## config.mk

```make
export PLATFORM = sky130hd
export DESIGN_NAME = button_debounce
export DESIGN_NICKNAME = d
export VERILOG_FILES = /design/src/rtl/button_debounce.sv
export SDC_FILE = /design/constraint.sdc
export NUM_CORES = 1
export LEC_CHECK = 0
export CAP_MARGIN = 0
export CORE_AREA = 2 2 39 41
export CTS_CLUSTER_DIAMETER = 50
export CTS_CLUSTER_SIZE = 14
export DETAILED_ROUTE_END_ITERATION = 12
export DIE_AREA = 0 0 41 43
export PLACE_DENSITY_LB_ADDON = 0.08
export RECOVER_POWER = 100
export SLEW_MARGIN = 0
export SYNTH_ARGS = -nofsm -noshare
export SYNTH_HDL_FRONTEND = slang
export SYNTH_SLANG_ARGS = --single-unit
```

## constraint.sdc

```tcl
create_clock -name clk -period 1.71 [get_ports clk]
set_input_delay 0.342 -clock clk [delete_from_list [all_inputs] [get_ports clk]]
set_output_delay 0.342 -clock clk [all_outputs]
set_load 0.005 [all_outputs]
```

## src/rtl/button_debounce.sv

```systemverilog
// Per-channel button debouncer: two-flop synchroniser, then a stability counter.
// A channel's level is accepted only after it has disagreed with the debounced state for STABLE_CYCLES edges.
module button_debounce #(
    parameter int WIDTH         = 1,
    parameter int STABLE_CYCLES = 16
) (
    input  logic             clk,
    input  logic             rst_n,
    input  logic [WIDTH-1:0] in,
    output logic [WIDTH-1:0] state,
    output logic [WIDTH-1:0] rise,
    output logic [WIDTH-1:0] fall
);

    localparam int CW = ($clog2(STABLE_CYCLES + 1) < 1) ? 1 : $clog2(STABLE_CYCLES + 1);
    localparam logic [CW-1:0] LAST = CW'(STABLE_CYCLES - 1);

    logic [WIDTH-1:0] r_sync1;
    logic [WIDTH-1:0] r_sync2;

    always_ff @(posedge clk) begin
        if (!rst_n) begin
            r_sync1 <= '0;
            r_sync2 <= '0;
        end else begin
            r_sync1 <= in;
            r_sync2 <= r_sync1;
        end
    end

    for (genvar g = 0; g < WIDTH; g++) begin : g_chan
        logic [CW-1:0] r_cnt;
        logic          r_state;
        logic          r_rise;
        logic          r_fall;
        logic          w_diff;
        logic          w_accept;

        assign w_diff   = r_sync2[g] ^ r_state;
        assign w_accept = w_diff && (r_cnt == LAST);

        // Counter clears whenever the synchronised level agrees with state, so a glitch restarts the count.
        always_ff @(posedge clk) begin
            if (!rst_n) begin
                r_cnt   <= '0;
                r_state <= 1'b0;
                r_rise  <= 1'b0;
                r_fall  <= 1'b0;
            end else begin
                r_rise <= w_accept && r_sync2[g];
                r_fall <= w_accept && !r_sync2[g];
                if (!w_diff || w_accept) begin
                    r_cnt <= '0;
                end else begin
                    r_cnt <= r_cnt + CW'(1);
                end
                if (w_accept) begin
                    r_state <= r_sync2[g];
                end
            end
        end

        assign state[g] = r_state;
        assign rise[g]  = r_rise;
        assign fall[g]  = r_fall;
    end

endmodule

```

==> metrics.txt, run 1 <==
Die W ~41 um; crit-path leading delay family buffers and inverters; Clk Latency, worst-skew pair 0.26 ns; Slew HR 0.8687; RSZ-0062 raised after global routing no; CP Class reg2out; crit path cell chain dlygate4sd3_1; Hold Crit Class reg2reg; clock buffer depth 2; share of cells above drive strength 1 0.09756; Max Cap Viol 0; commonest non-fill, non-tap cell in the layout dfxtp_1; Post-Synthesis Cells 32; Least-Margin Pin Slew 0.1963 ns; Worst EP required between 1 and 1.5 ns; Setup crit start kind flop; DP HPWL 382.5 um; die height ~43 um; register area share after synthesis 0.5755; Pleak 0.1844 nW; PnR worst setup slack 0.1176 ns; Final Skew about 0.0037 ns; antenna-violating nets left 0; Peak VDD IR ~300 uV; setup TNS 0 ns; Period Utilization, post-route 0.9312; Worst-path clk slew 0.07 ns; Yosys warnings 0; DRT Pass-1 Iters 2; Yosys reg bits 10; Ports 6; distinct cell type count after synthesis 14; clock period minus worst slack 1.592 ns; Rows 14; status finished clean; Final Hold Slack 0.4517 ns; Syn Std Cell Area between 300 and 400 um2; # DRC 0; Fillers roughly 150; drt total wl ~500 um; post-place setup slack around 0.31 ns; TritonCTS clock tree done; Mapped Nets 37; drt wl/cell between 8 and 9 um; nets 47; Fmax achieved 0.6280 GHz; total power approximately 0.46 mW; CTS buffer count 3; # Post-CTS Setup Buffers 0; final RePlAce weighted congestion slightly below 0.7; H-tree depth 1; IO Port Bufs 5; Overflow after GRT 0; WP data arrival 1.25 ns; first-pass GRT wire length between 900 and 1000 um; Final Hold Vio Count 0; initial antenna violation count 0; via count 225; max-slew violation count 0; core box area around 1400 um2; CP max stage delay a little under 0.6 ns; CP Max Fanout 5; vias in the first global route between 200 and 250; footprint of the multi-input gates around 140 um2; total track usage 0.08174; antenna cells 0; setup violators final 0; root buf cell clkbuf_4; Mapped Avg Cell Area ~11 um2; initial core utilization 0.2514; largest net degree at the start of global routing 7; Worst Setup End Kind output port; most frequent cells in the layout dfxtp_1, nor2_1, dlygate4sd3_1; # clock sinks 10; Die Area roughly 1800 um2; Hold Buf Count CTS 0; register area approximately 200 um2; Vias per Instance just under 4; DR iter-0 viols 1; Area Growth Syn to Fin 29.50%; Bufs and invs on worst path 1; PD cells 1019 nW/um2; PostCTS Resize Cnt 0; Worst path slowest cell dlygate4sd3_1
-- kinds of logic after synthesis --
logic type | Yosys count | share of synthesized area
flops | 10 | 0.5755
fa+ha+maj | 2 | 0.07193
buf+inv | 2 | 0.02159
simple gates | 14 | 0.2266
mux | 1 | 0.02878
xor+xnor | 3 | 0.07555
-- worst reg2reg max path, delay by kind of cell (launching register included) --
| kind | cells | cell delay [ns] |
|---|---|---|
| and+or+nand+nor | 3 | 0.58 |
| DFF | 1 | 0.32 |
| adders and majority gates | 2 | 0.44 |
-- metal layers --
layer | vias up | GRT usage | share of wire
met1 | 100 | 0.09477 | 0.51
met2 | 4 | 0.09688 | 0.43
met4 | 0 | 0.08000 | 0
met5 | - | 0 | 0
li1 | 121 | - | -
met3 | 0 | 0.04712 | 0.050
-- report_power, final --
| group | internal, mW | leakage (nW) | switching (mW) |
|---|---|---|---|
| registers | 0.236 | 0.0810 | 0.00188 |
| clock network | 0.129 | 0.0210 | 0.0825 |
| logic | 0.00611 | 0.0823 | 0.00353 |
-- Yosys cell counts --
master     n  area, um2
dfxtp_1   10      200.2
and2_1     2      12.51
and3_1     1      6.260
nor2_1     5      18.77
mux2i_1    1      10.01
xor2_1     2      17.52
nor3b_1    2      15.01
inv_1      2      7.510
nand3b_2   1      11.26
nand3_1    1      5.000
xnor2_1    1      8.760
nor2b_1    1      6.260
nand2_1    1      3.750
ha_1       2      25.02
-- registers in the layout, summed over array words and instances, names as in the netlist --
register and count:
state 1, r_sync2 1, rise 1, fall 1, g_chan.r_cnt 5, r_sync1 1
-- worst paths after layout --
path	start	slack, ns	depth (start not counted)	end
min reg2reg	r_sync1	0.45	1	r_sync2
max	state	0.12	1	state
max reg2reg	g_chan[0].r_cnt[0]	0.31	5	g_chan[0].r_cnt[0]
min	r_sync1	0.45	1	r_sync2
-- area by class of cell --
type,count,share of cell area
timing repair buffer,5,0.1111
inverter,2,0.01667
tap,16,0.04444
sequential,10,0.4444
clock buffer,4,0.08056
multi-input combinational,20,0.3028
-- metrics by stage --
step | cell area (um2) | utilization | instances
finish | 450.4 | 0.3255 | 57
global placement | 417.9 | 0.3020 | 53
floorplan | 347.8 | - | 32
global route | 450.4 | 0.3255 | 57
CTS | 454.2 | 0.3282 | 57
detailed placement | 417.9 | 0.3020 | 53
Power figures use the tool's default switching activity.
==> run 2, diff against run 1 <==
--- a/config.mk
+++ b/config.mk
@@ -11,6 +11,7 @@
 export CTS_CLUSTER_SIZE = 14
 export DETAILED_ROUTE_END_ITERATION = 12
 export DIE_AREA = 0 0 41 43
+export GPL_ROUTABILITY_DRIVEN = 0
 export PLACE_DENSITY_LB_ADDON = 0.08
 export RECOVER_POWER = 100
 export SLEW_MARGIN = 0
==> results of run 2 <==
Final layout, timing and power as in run 1 (identical DEF).
